### src/rtl/cap_ctrl_pkg.sv
// Shared definitions for the capacitor charge sequencer: state encoding, fault codes and
// default timing constants.
package cap_ctrl_pkg;

    // Per-channel state encoding
    localparam logic [2:0] ST_IDLE        = 3'd0;
    localparam logic [2:0] ST_CHARGE_BLNK = 3'd1;
    localparam logic [2:0] ST_CHARGING    = 3'd2;
    localparam logic [2:0] ST_READY       = 3'd3;
    localparam logic [2:0] ST_DISCH_BLNK  = 3'd4;
    localparam logic [2:0] ST_DISCHARGING = 3'd5;
    localparam logic [2:0] ST_FAULT       = 3'd6;

    typedef enum logic [2:0] {
        StIdle        = ST_IDLE,
        StChargeBlank = ST_CHARGE_BLNK,
        StCharging    = ST_CHARGING,
        StReady       = ST_READY,
        StDischBlank  = ST_DISCH_BLNK,
        StDischarging = ST_DISCHARGING,
        StFault       = ST_FAULT
    } cap_state_e;

    localparam logic [1:0] FAULT_NONE   = 2'd0;
    localparam logic [1:0] FAULT_CHG_TO = 2'd1;
    localparam logic [1:0] FAULT_DIS_TO = 2'd2;
    localparam logic [1:0] FAULT_ABORT  = 2'd3;

    localparam int unsigned DEF_BLANK_CYC   = 16;
    localparam int unsigned DEF_TIMEOUT_CYC = 250_000_000;
    localparam int unsigned DEF_TOPUP_CYC   = 64;
    localparam int unsigned DEF_SYNC_STAGES = 2;
    localparam int unsigned TMO_CNT_W       = 28;

    // States in which the capacitor is actively being driven (abort here is a fault)
    function automatic logic is_in_flight(input cap_state_e st);
        return (st == StChargeBlank) || (st == StCharging) ||
               (st == StDischBlank)  || (st == StDischarging);
    endfunction

endpackage

### src/rtl/cap_chan_fsm.sv
// One capacitor channel: sequencing FSM, blank/timeout/top-up counters and setpoint latch.
// Optional READY top-up recharge is enabled by defining CAP_TOPUP_EN.
module cap_chan_fsm
    import cap_ctrl_pkg::*;
#(
    parameter int unsigned BLANK_CYC   = DEF_BLANK_CYC,
    parameter int unsigned TIMEOUT_CYC = DEF_TIMEOUT_CYC,
    parameter int unsigned TOPUP_CYC   = DEF_TOPUP_CYC
) (
    input  logic       sys_clk,
    input  logic       sys_rst_n,
    input  logic       start_charge_i,
    input  logic       start_discharge_i,
    input  logic       fire_done_i,
    input  logic       abort_i,
    input  logic       fault_clr_i,
    input  logic       rdy_i,
    input  logic [7:0] set_in_i,
    output logic [7:0] cap_set_o,
    output logic       charge_flag_o,
    output logic       discharge_flag_o,
    output logic       charger_en_o,
    output logic       dump_en_o,
    output logic       cap_ready_o,
    output logic       cap_fault_o,
    output logic [1:0] fault_code_o
);

    localparam int unsigned BlankW = $clog2(BLANK_CYC + 1);
    localparam int unsigned TopupW = $clog2(TOPUP_CYC + 1);
    localparam logic [BlankW-1:0]    BlankLast = BlankW'(BLANK_CYC - 1);
    localparam logic [TopupW-1:0]    TopupLast = TopupW'(TOPUP_CYC - 1);
    localparam logic [TMO_CNT_W-1:0] TmoLast   = TMO_CNT_W'(TIMEOUT_CYC - 1);
`ifdef CAP_TOPUP_EN
    localparam logic TopupEn = 1'b1;
`else
    localparam logic TopupEn = 1'b0;
`endif

    cap_state_e           state_q, state_d;
    logic [7:0]           set_q, set_d;
    logic [1:0]           code_q, code_d;
    logic [BlankW-1:0]    blank_cnt_q, blank_cnt_d;
    logic [TMO_CNT_W-1:0] tmo_cnt_q, tmo_cnt_d;
    logic [TopupW-1:0]    topup_cnt_q, topup_cnt_d;

    logic charge_flag_q, charge_flag_d;
    logic discharge_flag_q, discharge_flag_d;
    logic charger_en_q, charger_en_d;
    logic dump_en_q, dump_en_d;
    logic ready_q, ready_d;
    logic fault_q, fault_d;

    logic charge_ok, blank_done, tmo_hit, topup_hit, entering, handoff;

    always_comb begin
        state_d    = state_q;
        set_d      = set_q;
        code_d     = code_q;
        charge_ok  = start_charge_i && (set_in_i != 8'd0);
        blank_done = (blank_cnt_q == BlankLast);
        tmo_hit    = (tmo_cnt_q >= TmoLast);
        topup_hit  = TopupEn && !rdy_i && (topup_cnt_q == TopupLast);

        unique case (state_q)
            StIdle: begin
                if (start_discharge_i) begin
                    state_d = StDischBlank;
                end else if (charge_ok) begin
                    set_d   = set_in_i;
                    state_d = StChargeBlank;
                end
            end
            StChargeBlank: if (blank_done) state_d = StCharging;
            StCharging: begin
                if (rdy_i) begin
                    state_d = StReady;
                end else if (tmo_hit) begin
                    state_d = StFault;
                    code_d  = FAULT_CHG_TO;
                end
            end
            StReady: begin
                if (fire_done_i) begin
                    state_d = StIdle;
                end else if (start_discharge_i) begin
                    state_d = StDischBlank;
                end else if (charge_ok) begin
                    set_d   = set_in_i;
                    state_d = StChargeBlank;
                end else if (topup_hit) begin
                    state_d = StChargeBlank;
                end
            end
            StDischBlank: if (blank_done) state_d = StDischarging;
            StDischarging: begin
                if (rdy_i) begin
                    state_d = StIdle;
                end else if (tmo_hit) begin
                    state_d = StFault;
                    code_d  = FAULT_DIS_TO;
                end
            end
            StFault: begin
                if (fault_clr_i && !abort_i) begin
                    state_d = StIdle;
                    code_d  = FAULT_NONE;
                end
            end
            default: state_d = StIdle;
        endcase

        // Abort overrides everything except an existing fault; no setpoint relatch.
        if (abort_i && (state_q != StFault)) begin
            set_d = set_q;
            if (is_in_flight(state_q)) begin
                state_d = StFault;
                code_d  = FAULT_ABORT;
            end else begin
                state_d = StIdle;
                code_d  = FAULT_NONE;
            end
        end
    end

    // The timeout spans blank plus the active phase, so it is not cleared at that handoff.
    always_comb begin
        entering = (state_d != state_q);
        handoff  = ((state_q == StChargeBlank) && (state_d == StCharging)) ||
                   ((state_q == StDischBlank) && (state_d == StDischarging));

        blank_cnt_d = blank_cnt_q;
        if (entering) begin
            blank_cnt_d = '0;
        end else if (blank_cnt_q != BlankLast) begin
            blank_cnt_d = blank_cnt_q + BlankW'(1);
        end

        tmo_cnt_d = tmo_cnt_q;
        if (entering && !handoff) begin
            tmo_cnt_d = '0;
        end else if (tmo_cnt_q != '1) begin
            tmo_cnt_d = tmo_cnt_q + TMO_CNT_W'(1);
        end

        topup_cnt_d = topup_cnt_q;
        if (entering || rdy_i) begin
            topup_cnt_d = '0;
        end else if (topup_cnt_q != TopupLast) begin
            topup_cnt_d = topup_cnt_q + TopupW'(1);
        end
    end

    // Outputs are decoded from the next state so they register alongside it.
    always_comb begin
        charge_flag_d    = (state_d == StChargeBlank) || (state_d == StCharging) ||
                           (state_d == StReady);
        charger_en_d     = (state_d == StChargeBlank) || (state_d == StCharging);
        discharge_flag_d = (state_d == StDischBlank) || (state_d == StDischarging);
        dump_en_d        = discharge_flag_d;
        ready_d          = (state_d == StReady);
        fault_d          = (state_d == StFault);
    end

    always_ff @(posedge sys_clk or negedge sys_rst_n) begin
        if (!sys_rst_n) begin
            state_q          <= StIdle;
            set_q            <= 8'd0;
            code_q           <= FAULT_NONE;
            blank_cnt_q      <= '0;
            tmo_cnt_q        <= '0;
            topup_cnt_q      <= '0;
            charge_flag_q    <= 1'b0;
            discharge_flag_q <= 1'b0;
            charger_en_q     <= 1'b0;
            dump_en_q        <= 1'b0;
            ready_q          <= 1'b0;
            fault_q          <= 1'b0;
        end else begin
            state_q          <= state_d;
            set_q            <= set_d;
            code_q           <= code_d;
            blank_cnt_q      <= blank_cnt_d;
            tmo_cnt_q        <= tmo_cnt_d;
            topup_cnt_q      <= topup_cnt_d;
            charge_flag_q    <= charge_flag_d;
            discharge_flag_q <= discharge_flag_d;
            charger_en_q     <= charger_en_d;
            dump_en_q        <= dump_en_d;
            ready_q          <= ready_d;
            fault_q          <= fault_d;
        end
    end

    assign cap_set_o        = set_q;
    assign charge_flag_o    = charge_flag_q;
    assign discharge_flag_o = discharge_flag_q;
    assign charger_en_o     = charger_en_q;
    assign dump_en_o        = dump_en_q;
    assign cap_ready_o      = ready_q;
    assign cap_fault_o      = fault_q;
    assign fault_code_o     = code_q;

endmodule

### src/rtl/cap_charge_ctrl.sv
// Two-channel capacitor charge/discharge sequencer: reached-flag synchronizer, abort fan-out
// and two channel FSMs. Define CAP_TOPUP_EN to enable automatic recharge from READY.
module cap_charge_ctrl
    import cap_ctrl_pkg::*;
#(
    parameter int unsigned BLANK_CYC   = DEF_BLANK_CYC,
    parameter int unsigned TIMEOUT_CYC = DEF_TIMEOUT_CYC,
    parameter int unsigned TOPUP_CYC   = DEF_TOPUP_CYC,
    parameter int unsigned SYNC_STAGES = DEF_SYNC_STAGES
) (
    input  logic       sys_clk,
    input  logic       sys_rst_n,
    input  logic [1:0] start_charge,
    input  logic [1:0] start_discharge,
    input  logic [1:0] fire_done,
    input  logic       abort,
    input  logic [1:0] fault_clr,
    input  logic [7:0] set_in_1,
    input  logic [7:0] set_in_2,
    input  logic [1:0] voltage_reached,
    output logic [7:0] cap_set_1,
    output logic [7:0] cap_set_2,
    output logic [1:0] CAP_charge_flag,
    output logic [1:0] CAP_discharge_flag,
    output logic [1:0] charger_en,
    output logic [1:0] dump_en,
    output logic [1:0] cap_ready,
    output logic [1:0] cap_fault,
    output logic [3:0] fault_code
);

    // voltage_reached comes from the adc_clk domain
    logic [SYNC_STAGES-1:0][1:0] sync_q, sync_d;
    logic [1:0]                  rdy;

    always_comb begin
        sync_d    = sync_q;
        sync_d[0] = voltage_reached;
        for (int unsigned i = 1; i < SYNC_STAGES; i++) begin
            sync_d[i] = sync_q[i-1];
        end
    end

    always_ff @(posedge sys_clk or negedge sys_rst_n) begin
        if (!sys_rst_n) begin
            sync_q <= '0;
        end else begin
            sync_q <= sync_d;
        end
    end

    assign rdy = sync_q[SYNC_STAGES-1];

    cap_chan_fsm #(
        .BLANK_CYC   (BLANK_CYC),
        .TIMEOUT_CYC (TIMEOUT_CYC),
        .TOPUP_CYC   (TOPUP_CYC)
    ) u_chan1 (
        .sys_clk           (sys_clk),
        .sys_rst_n         (sys_rst_n),
        .start_charge_i    (start_charge[0]),
        .start_discharge_i (start_discharge[0]),
        .fire_done_i       (fire_done[0]),
        .abort_i           (abort),
        .fault_clr_i       (fault_clr[0]),
        .rdy_i             (rdy[0]),
        .set_in_i          (set_in_1),
        .cap_set_o         (cap_set_1),
        .charge_flag_o     (CAP_charge_flag[0]),
        .discharge_flag_o  (CAP_discharge_flag[0]),
        .charger_en_o      (charger_en[0]),
        .dump_en_o         (dump_en[0]),
        .cap_ready_o       (cap_ready[0]),
        .cap_fault_o       (cap_fault[0]),
        .fault_code_o      (fault_code[1:0])
    );

    cap_chan_fsm #(
        .BLANK_CYC   (BLANK_CYC),
        .TIMEOUT_CYC (TIMEOUT_CYC),
        .TOPUP_CYC   (TOPUP_CYC)
    ) u_chan2 (
        .sys_clk           (sys_clk),
        .sys_rst_n         (sys_rst_n),
        .start_charge_i    (start_charge[1]),
        .start_discharge_i (start_discharge[1]),
        .fire_done_i       (fire_done[1]),
        .abort_i           (abort),
        .fault_clr_i       (fault_clr[1]),
        .rdy_i             (rdy[1]),
        .set_in_i          (set_in_2),
        .cap_set_o         (cap_set_2),
        .charge_flag_o     (CAP_charge_flag[1]),
        .discharge_flag_o  (CAP_discharge_flag[1]),
        .charger_en_o      (charger_en[1]),
        .dump_en_o         (dump_en[1]),
        .cap_ready_o       (cap_ready[1]),
        .cap_fault_o       (cap_fault[1]),
        .fault_code_o      (fault_code[3:2])
    );

endmodule

### config.mk
export PLATFORM = sky130hd
export DESIGN_NAME = cap_charge_ctrl
export DESIGN_NICKNAME = d
export VERILOG_FILES = /design/src/rtl/cap_ctrl_pkg.sv /design/src/rtl/cap_chan_fsm.sv /design/src/rtl/cap_charge_ctrl.sv
export SDC_FILE = /design/constraint.sdc
export NUM_CORES = 1
export LEC_CHECK = 0
export CAP_MARGIN = 0
export CORE_ASPECT_RATIO = 0.9
export CORE_MARGIN = 2
export CORE_UTILIZATION = 35
export CTS_CLUSTER_SIZE = 20
export DETAILED_ROUTE_END_ITERATION = 10
export DONT_BUFFER_PORTS = 1
export PLACE_DENSITY = 0.57
export SYNTH_ARGS = -nofsm -noshare
export SYNTH_HDL_FRONTEND = slang
export SYNTH_SLANG_ARGS = --single-unit
### constraint.sdc
create_clock -name sys_clk -period 4.2 [get_ports sys_clk]
set_clock_uncertainty 0.2 [all_clocks]
set_input_delay 0.84 -clock sys_clk [delete_from_list [all_inputs] [get_ports sys_clk]]
set_output_delay 0.84 -clock sys_clk [all_outputs]
set_load 0.01 [all_outputs]
==> results.toml, run 1 <==
[sta]
drv_slew = 0
fmaxAchievable_mhz = 285
worst_pin_slew_ps = 721
setup_tns_ps = 0
rsz0062_at_grt = "false"
period_share_pct = 83.7
slew_headroom_pct = 51.8
final-hold-violation-count = 0
post-route-min-period_ps = 3510
setup_viol_count_final = 0

[logic_synthesis]
yosysSeqAreaShare_pct = 43.6
synthTopCellsByCount = "106 x dfrtp_1, 104 x nor2_1, 47 x nand2_1, 30 x xor2_1"
synthesis.nets = 690
netlist.area_leader.share_pct = 43.6
ys_ff_latch = 106
syn_area_um2 = 6080
synth_area_leaders = "dfrtp_1 44%, nor2_1 6.4%, xor2_1 4.3%"
synth_edf_count = 0
synthMostInstantiatedCell = "dfrtp_1"
synth.distinct_cells = 70
async_flop_share_pct = 100
synth_largest_area_cell = "dfrtp_1"
ys_warn_count = 0
synth-main-ff-cell = "dfrtp_1"
syn_inst = 655
syn_avg_cell_area_um2 = 9.28

[clock_tree]
path_clk_slew_ps = 70
cts_buffers = 9
cts_tree = "yes"
clock-sinks = 106
post-cts-setup-buffer-count = 0
cts_resized = 0
htree_levels = 3
cts.path.max_buffers = 2
clock_latency_ps = 350
root_buffer = "clkbuf_16"

[pwr]
vdd_drop_max_uv = 237
power.leakage_uw = 0.00268
p_per_area_nw_per_um2 = 540

[global_route]
use_met1_pct = 19.6
use_met2_pct = 24.6
grtUsageMet3_pct = 3.46
grt_pass1_wl_mm = 22.0
grt_pass1_vias = 4544
antenna_found_initial = 1
busiest_layer = "met2"
overflow = 0
grt_start_max_net_pins = 107
grt_usage_pct = 14.7

[layout]
num_antenna_cells = 0
regArea_um2 = 2650
syn_to_final_growth_pct = 6.98
final_core_util_pct = 38.4
layout.nets = 663
multiInputGateArea_um2 = 3130
drive_gt1_share_pct = 8.70
fillCellCount = 1693

[floorplan]
start_util_pct = 35.9
die_h_um = 129
io_pins = 61
die_x_um = 143
core-area_um2 = 16900
rows = 45
design.die.area_um2 = 18400

[flow_run]
max-cap-violations = 0

[setup_path]
slowest_delay_ps = 600
crit_path_end_kind = "register"
arrival_ps = 3510
critPathRequiredTime_ps = 4190
crit_chain = "ha_1 > and3_1 > ha_1 > nor4bb_1 > o31a_1 > a21o_1 > a211oi_1 > and3b_1 > o21ai_4 > nor3_1"
path_max_fanout = 28
cp-start-kind = "register"
cp_slowest_cell = "o21ai_4"
cpMostUsedCell = "ha_1"
criticalPathCategory = "reg -> reg"

[placed_design]
dp_hpwl_mm = 9.37
portBuffers = 0
place_congestion = 0.887

[detailed_routing]
drtAntennaViolNets = 0
dr_total_vias = 4716
drt_iter0_drc = 396
viasPerCell = 5.44
wl_per_cell_um = 15.4
dr.pass1.iters = 5
routed_wl_mm = 13.3
drc = 0

[hold_path]
hp-class = "reg -> reg"

[status]
outcome = "completed"
state kept, by name (all words and copies together) (netlist names), 2 cells and up:
register              flops
u_chan1.tmo_cnt_q        28
u_chan2.tmo_cnt_q        28
u_chan1.cap_set_o         8
u_chan2.cap_set_o         8
u_chan1.blank_cnt_q       5
u_chan2.blank_cnt_q       5
u_chan1.state_q           3
u_chan2.state_q           3
rdy                       2
sync_d                    2
u_chan1.fault_code_o      2
u_chan2.fault_code_o      2
power by group:
| part | leakage, uW | switching, uW | internal (uW) |
|---|---|---|---|
| Clock | 0.000153 | 368 | 520 |
| Combinational | 0.00112 | 668 | 433 |
| Sequential | 0.00142 | 313 | 1210 |
layout by cell type (no fill, tap or decap), types with 12 or more instances in the layout:
cell     synthesis  layout
nand3_1         25      25
nor2_1         104     104
xnor2_1         25      25
nand2_1         47      47
nand4_1         12      12
o21ai_0         14      14
nor3_1          19      19
dfrtp_1        106     106
mux2_2          20      20
a21oi_1         25      25
xor2_1          30      30
inv_1           17      17
and3_1          14      14
cell families (layout without fill, tap and decap cells):
| group | count (synthesis) | count (layout) | synth area share [%] |
|---|---|---|---|
| and+or+nand+nor | 292 | 292 | 24.3 |
| AOI/OAI and AO/OA | 111 | 111 | 13.5 |
| DFF | 106 | 106 | 43.6 |
| buffers and inverters | 60 | 37 | 4.86 |
| xor gates and xnor gates | 55 | 55 | 7.93 |
| muxes | 25 | 25 | 4.53 |
| adders and majority gates | 6 | 6 | 1.24 |
cell type report:
class | count | area share, %
clock buffers | 10 | 3.52
clock inverters | 5 | 1.21
inverters | 18 | 1.04
multi-input cells | 489 | 48.1
flip-flops and latches | 106 | 40.8
well taps | 235 | 4.52
repair buffers | 4 | 0.770
repair_timing:
item | in CTS | in global routing
endpoints found under the hold margin | 106 | 0
hold buffers | 1 | 0
setup endpoints to repair | 0 | 0
metal layers:
metal	vias to the layer above	routed length, um
met3	14	638
li1	2263	-
met4	0	106
met5	-	0
met2	117	6540
met1	2322	6050
critical path, delay by kind of cell, from the launching register on:
family	cells	cell delay (ps)
simple gates	4	760
compound gates	4	1470
flops	1	410
fa+ha+maj	2	530
path summary, 6_finish.rpt:
| path | from | to | slack (ps) | cells past startpoint |
|---|---|---|---|---|
| hold / removal | sync_d[2] | rdy[0] | 160 | 0 |
| hold reg to reg | sync_d[2] | rdy[0] | 160 | 0 |
| min in group asynchronous | sys_rst_n | u_chan1.tmo_cnt_q[27] | 230 | 1 |
| max in group asynchronous | sys_rst_n | u_chan2.tmo_cnt_q[11] | 3140 | 1 |
| setup reg to reg | u_chan1.blank_cnt_q[0] | u_chan1.tmo_cnt_q[20] | 690 | 10 |
| setup / recovery | u_chan1.blank_cnt_q[0] | u_chan1.tmo_cnt_q[20] | 690 | 10 |
stage by stage:
| stage | std cells | hold slack [ps] | cell area, um^2 | power, uW | setup slack, ps |
|---|---|---|---|---|---|
| floorplan | 655 | 131 | 6080 | 2450 | 1180 |
| global placement | 851 | 134 | 6170 | 2590 | 842 |
| detailed placement | 851 | 151 | 6170 | 2620 | 670 |
| CTS | 867 | 165 | 6500 | 3540 | 657 |
| global route | 867 | 182 | 6500 | 3750 | 452 |
| finish | 867 | 165 | 6500 | 3510 | 687 |
(Power assumes the default switching activity.)
==> run 2: changes to the inputs <==
--- a/config.mk
+++ b/config.mk
@@ -12,7 +12,7 @@
 export CTS_CLUSTER_SIZE = 20
 export DETAILED_ROUTE_END_ITERATION = 10
 export DONT_BUFFER_PORTS = 1
-export PLACE_DENSITY = 0.57
+export PLACE_DENSITY = 0.59
 export SYNTH_ARGS = -nofsm -noshare
 export SYNTH_HDL_FRONTEND = slang
 export SYNTH_SLANG_ARGS = --single-unit
==> constraint.sdc (replaced) <==
create_clock -name sys_clk -period 2.8 [get_ports sys_clk]
set_clock_uncertainty 0.2 [all_clocks]
set_input_delay 0.56 -clock sys_clk [delete_from_list [all_inputs] [get_ports sys_clk]]
set_output_delay 0.56 -clock sys_clk [all_outputs]
set_load 0.01 [all_outputs]
==> run 2 against run 1 <==
The run now ends with negative hold slack left. Core utilization up 3.0 points. Routed wire length up 6.0%. Via count increased by 5.1%. Global-route usage rose by 1.1 points. Sequential share of layout area decreased by 3.0 points. Sequential cell count unchanged. Register-to-register slack lost 660 ps. Clock power is 45% higher. Hold slack lost 470 ps. Critical path type unchanged. Critical endpoint is now u_chan1.tmo_cnt_q[25]. Highest routed layer unchanged.
==> results.toml, run 2 (synthesis gave the netlist of run 1 again) <==
[sta]
setup_viol_count_final = 0
post-route-min-period_ps = 2770
final-hold-violation-count = 106
fmaxAchievable_mhz = 361
setup_tns_ps = 0
worst_pin_slew_ps = 600
slew_headroom_pct = 59.8
drv_slew = 0
hold_ws_ps = -305
rsz0062_at_grt = "true"
period_share_pct = 99.1

[detailed_routing]
drc = 0
wl_per_cell_um = 15.3
viasPerCell = 5.38
routed_wl_mm = 14.1
drtAntennaViolNets = 0
drt_iter0_drc = 366
dr_total_vias = 4958
dr.pass1.iters = 4

[setup_path]
cp-start-kind = "register"
startpoint = "u_chan1.tmo_cnt_q[7]"
rr_endpoint = "u_chan1.tmo_cnt_q[25]"
r2r_start = "u_chan1.tmo_cnt_q[7]"
critPathRequiredTime_ps = 2850
crit_path_end_kind = "register"
path_max_fanout = 12
endpoint = "u_chan1.tmo_cnt_q[25]"
arrival_ps = 2820
ff2ff_setup_slack_ps = 30
criticalPathCategory = "reg -> reg"
r2r_cells = 11

[hold_path]
hp-class = "in -> async"

[floorplan]
io_pins = 61
rows = 45
start_util_pct = 35.9
design.die.area_um2 = 18400
die_x_um = 143
die_h_um = 129
core-area_um2 = 16900

[layout]
num_antenna_cells = 0
multiInputGateArea_um2 = 3220
fillCellCount = 1645
drive_gt1_share_pct = 18.3
layoutNonFillerInstCount = 922
final_core_util_pct = 41.4
final_common_cell = "dfrtp_1"
top_regs = "u_chan1.tmo_cnt_q: 28 flops, u_chan2.tmo_cnt_q: 28 flops"
layout.nets = 717
final_cell_mix = "106 x dfrtp_1, 102 x nor2_1, 52 x buf_4"
syn_to_final_growth_pct = 15.4
regArea_um2 = 2650

[pwr]
p_per_area_nw_per_um2 = 830
vdd_drop_max_uv = 470
power.leakage_uw = 0.00298

[placed_design]
placed_cells_incl_taps = 901
dp_hpwl_mm = 10.0
place_congestion = 0.889
portBuffers = 0

[clock_tree]
htree_levels = 3
cts_buffers = 9
clock_latency_ps = 360
cts_tree = "yes"
cts.path.max_buffers = 2
clock-sinks = 106
path_clk_slew_ps = 70
root_buffer = "clkbuf_16"

[global_route]
overflow = 0
grt_usage_pct = 15.8
antenna_found_initial = 0
grt_pass1_wl_mm = 23.5
grt_start_max_net_pins = 107
grt_pass1_vias = 4833

[status]
outcome = "finished, violations left"
violations = "negative hold slack"

[flow_run]
max-cap-violations = 0
==> run 2: cell count changes in the layout (fill, tap and decap cells not counted), moves of 3 or more <==
cell,previous run,this run
ha_2,0,3
buf_12,0,3
buf_6,0,3
buf_4,3,52
ha_1,6,3
==> run 2: per-stage QoR <==
stage	setup WS [ps]	power (uW)	instance area, um^2
final	26.3	5820	7010
after global routing	-116	6190	7010
after CTS	0.826	5800	6950
after detailed placement	-95.6	4360	6580
after global placement	-68.5	4320	6580
after floorplan	0.606	3690	6100
==> run 2: worst min path at each step <==
stage / endpoint / slack [ps] / cells past startpoint
2_1_floorplan: rdy[0] / 60 / 0
3_3_place_gp: u_chan1.tmo_cnt_q[15] / 70 / 0
3_5_place_dp: u_chan1.tmo_cnt_q[13] / 70 / 0
4_1_cts: u_chan2.tmo_cnt_q[9] / -320 / 0
6_report: u_chan1.tmo_cnt_q[25] / -300 / 0
5_1_grt: u_chan1.tmo_cnt_q[27] / -330 / 0
==> run 2: cell type report <==
cell class / count / share of cell area, %
clock buffer: 10 / 3.27
clock inverter: 6 / 0.946
inverter: 18 / 0.964
multi-input combinational: 489 / 45.9
sequential: 106 / 37.8
tap: 235 / 4.19
timing repair buffer: 58 / 6.91
==> run 2: critical path: stages (launching register included) <==
cell and delay (ps):
dfrtp_1 380, or4_1 520, a311o_1 350, a31oi_4 230
buf_6 130, a211oi_2 50, buf_4 150, a21o_1 190
o21ai_4 140, buf_12 140, buf_12 120, nor2_1 50
==> run 2: routing by layer <==
layer,global-route usage (%),part of all wire (%),vias up
li1,-,-,2370
met1,21.0,46,2420
met2,26.1,48,147
met3,3.80,4.7,21
met4,4.25,1.3,0
met5,0,0,-
==> run 2: what timing repair did <==
item / in CTS / in global routing
buffers inserted: 5 / 0
endpoints found under the setup margin: 34 / 67
pin swaps: 5 / 4
resized for setup: 8 / 13
endpoints found under the hold margin: 106 / 106
gates cloned: 0 / 0
==> run 2: report_power, final <==
part / leakage (uW) / switching, uW / internal [uW]
registers: 0.00142 / 339 / 1810
clock network: 0.000147 / 589 / 697
logic: 0.00141 / 1270 / 1110
total: 0.00298 / 2200 / 3620
==> run 3: changes to the inputs <==
--- a/config.mk
+++ b/config.mk
@@ -6,7 +6,6 @@
 export NUM_CORES = 1
 export LEC_CHECK = 0
 export CAP_MARGIN = 0
-export CORE_ASPECT_RATIO = 0.9
 export CORE_MARGIN = 2
 export CORE_UTILIZATION = 35
 export CTS_CLUSTER_SIZE = 20
==> run 3 against run 2 <==
The run still ends with negative hold slack left. Via count increased by 0.58%. Count of clock-buffer cells in the layout increased by 1. Routed wire length increased by 2.9%. Total power increased by 9.6%. Design area increased by 4.6%. Combinational power increased by 18%. Critical endpoint is now u_chan1.tmo_cnt_q[2]. Highest routed layer unchanged.
==> results.toml, run 3 (synthesis gave the netlist of run 1 again) <==
[status]
outcome = "finished, violations left"
violations = "negative hold slack"

[sta]
rsz0062_at_grt = "true"
hold_ws_ps = -290
setup_viol_count_final = 0
period_share_pct = 99.6
fmaxAchievable_mhz = 358
drv_slew = 0
worst_pin_slew_ps = 586
final-hold-violation-count = 106
slew_headroom_pct = 60.8
post-route-min-period_ps = 2790

[detailed_routing]
wl_met1_mm = 6.29
dr_total_vias = 4987
routed_wl_mm = 14.5
wl_per_cell_um = 15.6
drtAntennaViolNets = 0
viasPerCell = 5.36
wl_met3_um = 594
met2WireLength_mm = 7.43
drc = 0
dr.max_layer_used = "met4"
drt_iter0_drc = 346
dr.pass1.iters = 5

[placed_design]
dp_hpwl_mm = 9.95
placed_cells_incl_taps = 896
place_congestion = 0.877
portBuffers = 0
place_area_um2 = 6600

[pwr]
switching_share_pct = 36.2
seqPwrFrac_pct = 33.4
power.leakage_uw = 0.00309
power_uw = 6380
vdd_drop_max_uv = 539
intPower_uw = 4070
power_frac_clock_pct = 22.6
comb_power_share_pct = 44.0
p_sw_uw = 2310
p_per_area_nw_per_um2 = 870

[floorplan]
io_pins = 61
die_x_um = 136
core-area_um2 = 17100
rows = 48
die_h_um = 136
design.die.area_um2 = 18400
start_util_pct = 35.5

[layout]
syn_to_final_growth_pct = 20.7
num_antenna_cells = 0
drive_gt1_share_pct = 24.1
layoutNonFillerInstCount = 930
layout.nets = 735
final_cell_mix = "106 x dfrtp_1, 83 x nor2_1, 66 x buf_4"
final_area_um2 = 7330
final_common_cell = "dfrtp_1"
top_regs = "u_chan1.tmo_cnt_q: 28 flops, u_chan2.tmo_cnt_q: 28 flops"

[setup_path]
critPathRequiredTime_ps = 2810
rr_endpoint = "u_chan1.tmo_cnt_q[2]"
criticalPathCategory = "reg -> reg"
r2r_start = "u_chan1.blank_cnt_q[0]"
arrival_ps = 2800
crit_path_end_kind = "register"
ff2ff_setup_slack_ps = 10
r2r_cells = 14
path_max_fanout = 8
cp-start-kind = "register"

[clock_tree]
path_clk_slew_ps = 70
htree_levels = 3
clock-sinks = 106
clock_latency_ps = 350
cts.path.max_buffers = 2
root_buffer = "clkbuf_16"
cts_buffers = 9
cts_tree = "yes"

[global_route]
grt_usage_pct = 16.0
grt_pass1_vias = 4976
antenna_found_initial = 0
grt_start_max_net_pins = 107
overflow = 0
grt_pass1_wl_mm = 23.8

[flow_run]
max-cap-violations = 0

[hold_path]
hp-class = "in -> async"
[run 3: worst max-delay path by stage]
| stage | startpoint | endpoint |
|---|---|---|
| floorplan | u_chan1.blank_cnt_q[0] | u_chan1.tmo_cnt_q[24] |
| global placement | set_in_2[1] | u_chan2.tmo_cnt_q[10] |
| detailed placement | u_chan1.blank_cnt_q[0] | u_chan1.tmo_cnt_q[23] |
| CTS | u_chan1.blank_cnt_q[1] | u_chan1.tmo_cnt_q[23] |
| global route | u_chan1.blank_cnt_q[0] | u_chan1.tmo_cnt_q[2] |
| finish | u_chan1.blank_cnt_q[0] | u_chan1.tmo_cnt_q[2] |
[run 3: layout make-up]
type,instances,area [um^2]
fill,1617,9780
multi-input combinational,489,3330
sequential,106,2650
timing repair buffer,76,668
tap,225,282
clock buffer,11,233
clock inverter,5,103
inverter,18,67.6
[run 3: what timing repair did]
action                                  in CTS  in global routing
hold endpoints to repair                   106                106
endpoints found under the setup margin      59                 61
cloned                                       2                  0
pin swaps                                   15                 20
setup buffers                               11                  6
resized for setup                           20                 39
[run 3: worst max-delay path: stages (launching register included)]
cell and delay [ps]:
dfrtp_1 390, ha_2 190, and3_4 180, ha_4 160, buf_6 120, nor2b_1 120, o211ai_1 170, o211a_1 250
a211oi_2 70, buf_4 150, a21o_1 180, o21ai_4 170, buf_12 150, buf_12 130, nor3_2 40
[run 3: metrics by stage]
| step | TNS, ps | worst slack (ps) | util, % |
|---|---|---|---|
| after floorplan | 0 | 0.606 | - |
| after global placement | -3400 | -114 | 38.6 |
| after detailed placement | -1880 | -88.6 | 38.6 |
| after CTS | -33.0 | -19.7 | 41.8 |
| after global routing | -1790 | -74.6 | 42.8 |
| final | 0 | 10.1 | 42.8 |
[run 3: power groups by stage]
stage	clock (uW)	combinational (uW)	sequential, uW
finish	1440	2810	2130
global route	1540	3030	2180
CTS	1480	2630	2140
detailed placement	0	2190	2170
global placement	0	2150	2160
floorplan	0	1650	2040
[run 3: layer usage]
metal  global-route usage, %  vias to the layer above
li1                        -                     2405
met3                    3.52                       30
met1                    20.0                     2430
met4                    4.92                        0
met5                       0                        -
met2                    27.5                      122
==> variant 1, RTL diff (settings of run 3) <==
Reset style: synchronous (`sys_rst_n`), changed in 2 clocked blocks.
--- a/src/rtl/cap_chan_fsm.sv
+++ b/src/rtl/cap_chan_fsm.sv
@@ -163,5 +163,5 @@
     end
 
-    always_ff @(posedge sys_clk or negedge sys_rst_n) begin
+    always_ff @(posedge sys_clk) begin
         if (!sys_rst_n) begin
             state_q          <= StIdle;
--- a/src/rtl/cap_charge_ctrl.sv
+++ b/src/rtl/cap_charge_ctrl.sv
@@ -42,5 +42,5 @@
     end
 
-    always_ff @(posedge sys_clk or negedge sys_rst_n) begin
+    always_ff @(posedge sys_clk) begin
         if (!sys_rst_n) begin
             sync_q <= '0;
Function: differs if sys_rst_n is asserted again (counterexample within 4 cycles, from zero or initial values and one cycle with sys_rst_n low); with sys_rst_n held inactive, the same outputs for 4 cycles.
==> variant 1 against run 3 <==
The run ends with setup timing left; hold slack better by 0.43 ns; setup slack worse by 0.066 ns; non-clock buffer count up 2; critical endpoint is now u_chan2.tmo_cnt_q[21]; sequential share of layout area down 7.7 points; sequential cell count unchanged; area after synthesis down 1.1%; routed wire length up 9.4%; die area down 1.1%; cell area up 2.2%.
Power is not compared: it rests on default switching activity, and its combinational part moved more than twofold at a synthesized area within 25%.
==> variant 1: results (changes against run 3) <==
- Multiplexer share of the synthesized area: 4.39% (-0.14 points)
- Final hold viol count: 0 (-100%)
- Final net count: 785 (+6.8%)
- Asr flop ratio synth: 0% (-100 points)
- First-pass GRT wire length: 25.5 mm (+6.9%)
- PostCTS Resize Cnt: 19 (-5.0%)
- Maximum fanout along the worst path: 10 (+2)
- Status: complete, but fails checks
- Worst hold path type: in -> reg
- Fill cells: 1594 (-1.4%)
- Setup ws final: -0.0561 ns (-0.0662 ns)
- R2R setup slack: -0.06 ns (-0.07 ns)
- Share of cells above drive strength 1: 27.4% (+3.3 points)
- WL/cell: 16.3 um (+4.3%)
- Non-Filler Instances: 975 (+4.8%)
- Hold_ws: 0.136 ns (+0.426 ns)
- GPL Wtd Cong: 0.898 (+2.4%)
- Initial antenna violation count: 2 (+2)
- Tot GR Track Use: 17.0% (+0.99 points)
- Synth Area in Adders: 1.42% (+0.18 points)
- Sequential fraction of the synthesis area: 35.3% (-8.3 points)
- Final Total Pwr: between 3 and 4 mW
- Largest cells by area after synthesis: dfxtp_1 (35%), xor2_1 (4.7%), a21oi_1 (4.6%)
- Placed Cells incl. Taps: 946 (+5.6%)
- Final Setup Violations: 38 (+38)
- Place WS: -0.0961 ns (-0.00752 ns)
- XOR/XNOR Fraction of Synth Area: 7.72% (-0.20 points)
- Largest stage delay, worst path: 0.41 ns (+0.02 ns)
- Slew headroom: 60.9% (+0.13 points)
- Setup TNS: -1.09 ns (-1.09 ns)
- Synth Area in Compound Gates: 16.5% (+3.0 points)
- Avg Synthesized Cell Area: 8.48 um^2 (-8.6%)
- Failing checks: setup timing
- # Post-CTS Setup Buffers: 6 (-5)
- Vias post-DR: 5374 (+7.8%)
- Top cells by count, synth: dfxtp_1 (106), nor2_1 (61), a21oi_1 (55)
- CP max-delay cell: or3_1
- Final HPWL DP: 11.2 mm (+13%)
==> variant 1: cell count changes in the layout (fill, tap and decap cells not counted), moves of 16 or more <==
cell	change
dfxtp_1	+97
a21oi_2	+27
nor2_2	-16
mux2_2	-20
mux2i_1	+20
nor2_1	-26
dfrtp_1	-106
==> variant 1: cell families (layout without fill, tap and decap cells) <==
kind of cell	Yosys count	in the layout
simple gates	308	308
compound gates	145	145
flops	106	106
buf+inv	64	110
xor+xnor	53	53
mux	26	26
fa+ha+maj	7	7
==> variant 1: per-layer routing <==
layer	up-vias	global-route usage, %	part of all wire, %
met3	29	3.04	4.0
met1	2552	21.7	44
met2	143	29.5	51
met4	0	4.75	1.7
met5	-	0	0
li1	2650	-	-
==> variant 1: final cells by class <==
type,count,area [um^2],share of cell area (%)
flip-flops and latches,106,2130,28.5
clock inverters,6,48.8,0.651
well taps,220,275,3.67
inverters,16,60.1,0.801
repair buffers,78,769,10.3
clock buffers,10,239,3.19
multi-input cells,539,3970,53.0
==> variant 2, RTL diff (flow settings as in run 3) <==
Without the edit above. The package constant `DEF_SYNC_STAGES` goes from 2 to 1.
--- a/src/rtl/cap_ctrl_pkg.sv
+++ b/src/rtl/cap_ctrl_pkg.sv
@@ -30,5 +30,5 @@
     localparam int unsigned DEF_TIMEOUT_CYC = 250_000_000;
     localparam int unsigned DEF_TOPUP_CYC   = 64;
-    localparam int unsigned DEF_SYNC_STAGES = 2;
+    localparam int unsigned DEF_SYNC_STAGES = 1;
     localparam int unsigned TMO_CNT_W       = 28;
 
Behaviour: no difference found for any inputs over 4 cycles, from zero or initial values and one cycle with sys_rst_n low; that may be too few to reach the edited logic, so the function may still have changed.
==> variant 2 against run 3 <==
Largest power group unchanged; cell area increased by 7.1%; total power increased by 0.62%; clock power down 9.7%; non-clock buffer count increased by 35; routed wire length up 13%; sequential cell count shrank 2; setup slack got worse by 0.10 ns; area after synthesis grew 2.7%; utilization grew 2.4 points; maximum frequency shrank 3.6%; the flow finishes with violations (hold timing, setup timing); via count rose by 7.8%; global-route usage increased by 1.1 points.
==> variant 2: results (changes against run 3) <==
- Drt first pass iters: 6 (+1)
- Failing checks: hold timing, setup timing
- Non-Filler Instances: 970 (+4.3%)
- Initial antenna violation count: 0 (unchanged)
- P_sw: 2.46 mW (+6.5%)
- Comb_multi_in: 499 (+2.0%)
- Clock buffer depth: 2 (unchanged)
- Top flop regs: u_chan1.tmo_cnt_q (28), u_chan2.tmo_cnt_q (28)
- Vias post-DR: 5377 (+7.8%)
- Tot GR Track Use: 17.1% (+1.1 points)
- Fill cells: 1598 (-1.2%)
- Final Setup Violations: 33 (+33)
- First-pass GRT wire length: 25.5 mm (+7.0%)
- Leakage: 3.26 nW (+5.3%)
- Sink Count: 104 (-1.9%)
- Fraction of area in multi-input gates: 45.3% (about the same)
- CP bufs+invs: 2 (-2)
- Worst hold path type: in -> async
- Largest cells by area after synthesis: dfrtp_1 (42%), xor2_1 (4.8%), nor2_1 (4.8%)
- Maximum fanout along the worst path: 5 (-3)
- WL/cell: 16.9 um (+8.1%)
- Slew headroom: 52.1% (-8.7 points)
- Placed Cells incl. Taps: 923 (+3.0%)
- Signal buffers share of area: 13.3% (+4.2 points)
- Largest net degree at the start of global routing: 105 (-1.9%)
- Top cell type's share of synthesized area: 41.7% (-1.9 points)
- Clock buffer count: 9 (-2)
- Sequential fraction of the synthesis area: 41.7% (-1.9 points)
- Top cells by count, synth: dfrtp_1 (104), nor2_1 (79), nand2_1 (54)
- Final hold viol count: 104 (-1.9%)
- Final HPWL DP: 10.8 mm (+8.1%)
- Invs w/o clock: 15 (-3)
- Peak VDD IR: 408 uV (-24%)
- Asr flop ratio synth: 100% (unchanged)
- Top delay family on crit path: simple AND/OR/NAND/NOR gates
- Final net count: 775 (+5.4%)
- GPL Wtd Cong: 0.899 (+2.5%)
- Vias in the first global route: 5063 (+1.7%)
- Sequential share of cell area: 33.1% (-3.0 points)
- Htree depth: 3 (unchanged)
- Clk slew on worst S/H paths: ~0.080 ns
- CP max-delay cell: or4_4
- Largest stage delay, worst path: 0.53 ns (+0.14 ns)
- Hold_ws: -0.297 ns (-0.00669 ns)
- DRC Markers: 0 (unchanged)
- ClkCell Share: 3.87% (-0.70 points)
- DRT iter0 DRCs: 409 (+18%)
- Share of cells above drive strength 1: 30.5% (+6.4 points)
- Setup ws final: -0.0933 ns (-0.103 ns)
- Root Driver: clkbuf_16
- Non-clk bufs: 111 (+46%)
- Max-cap viol count: 0 (unchanged)
- Count of cell types in the netlist: 75 (+7.1%)
- Status: complete, but fails checks
- Arrival @ worst endpoint: 2.98 ns (+0.18 ns)
==> variant 2: cell types whose count changed in the layout (fill, tap and decap cells not counted), moves of 6 or more <==
cell              run 3  this run
a21oi_1              25        17
clkbuf_16             9        15
nor2b_1               6        12
nand3_1              25        33
o21ai_0              13        21
nor2_2               20         0
a21oi_2               0        25
buf_4                66        92
nand2_1              47        53
nor2_1               83        73
==> variant 2: worst paths after layout <==
| path | cells past startpoint | start | slack (ns) | end |
|---|---|---|---|---|
| min in group sys_clk | 0 | voltage_reached[0] | 0.03 | rdy[0] |
| max in group asynchronous | 0 | sys_rst_n | 2.54 | u_chan2.charge_flag_o |
| worst max register to register | 9 | u_chan2.tmo_cnt_q[11] | -0.09 | u_chan2.tmo_cnt_q[2] |
| worst min register to register | 2 | u_chan1.tmo_cnt_q[1] | 0.35 | u_chan1.tmo_cnt_q[1] |
| worst max-delay path | 9 | u_chan2.tmo_cnt_q[11] | -0.09 | u_chan2.tmo_cnt_q[2] |
| worst min-delay path | 0 | sys_rst_n | -0.30 | u_chan1.tmo_cnt_q[14] |
==> variant 2: power by group through the flow <==
stage / clock network, mW / registers, mW / logic (mW)
after global routing: 1.41 / 2.18 / 3.20
after floorplan: 0 / 2.02 / 1.71
after CTS: 1.34 / 2.14 / 2.18
after global placement: 0 / 2.16 / 2.05
after detailed placement: 0 / 2.17 / 2.11
final: 1.30 / 2.14 / 2.98
==> variant 2: kinds of logic after synthesis <==
family                   count (synthesis)  synth area share [%]
AO/OA/AOI/OAI                          120                  15.0
XOR/XNOR                                55                  7.72
adder cells (fa/ha/maj)                  6                  1.20
buffers and inverters                   54                  5.78
flip-flops                             104                  41.7
multiplexers                            29                  5.07
AND/OR/NAND/NOR                        287                  23.5
==> variant 2: per-stage QoR <==
stage	setup TNS [ns]	hold WS (ns)	utilization [%]	setup slack [ns]	instance area (um^2)
after floorplan	0	0.0644	-	0.00380	6250
after global placement	-11.60	0.0703	39.7	-0.432	6890
after detailed placement	-13.22	0.0701	39.7	-0.495	6890
after CTS	-0.389	-0.317	42.2	-0.0347	7320
after global routing	-4.07	-0.326	45.3	-0.143	7860
final	-2.34	-0.297	45.3	-0.0933	7860
==> variant 2: repair_timing <==
item	CTS	global route
cloned	2	7
setup endpoints to repair	58	70
hold endpoints to repair	104	104
buffers inserted	3	19
gates resized for setup	9	48
pin swaps	5	24
==> variant 2: metal layers <==
layer | vias up | wire length (um) | track usage (%)
li1 | 2519 | - | -
met1 | 2681 | 7430 | 23.5
met2 | 152 | 7840 | 27.3
met3 | 25 | 802 | 3.24
met4 | 0 | 307 | 5.44
met5 | - | 0 | 0
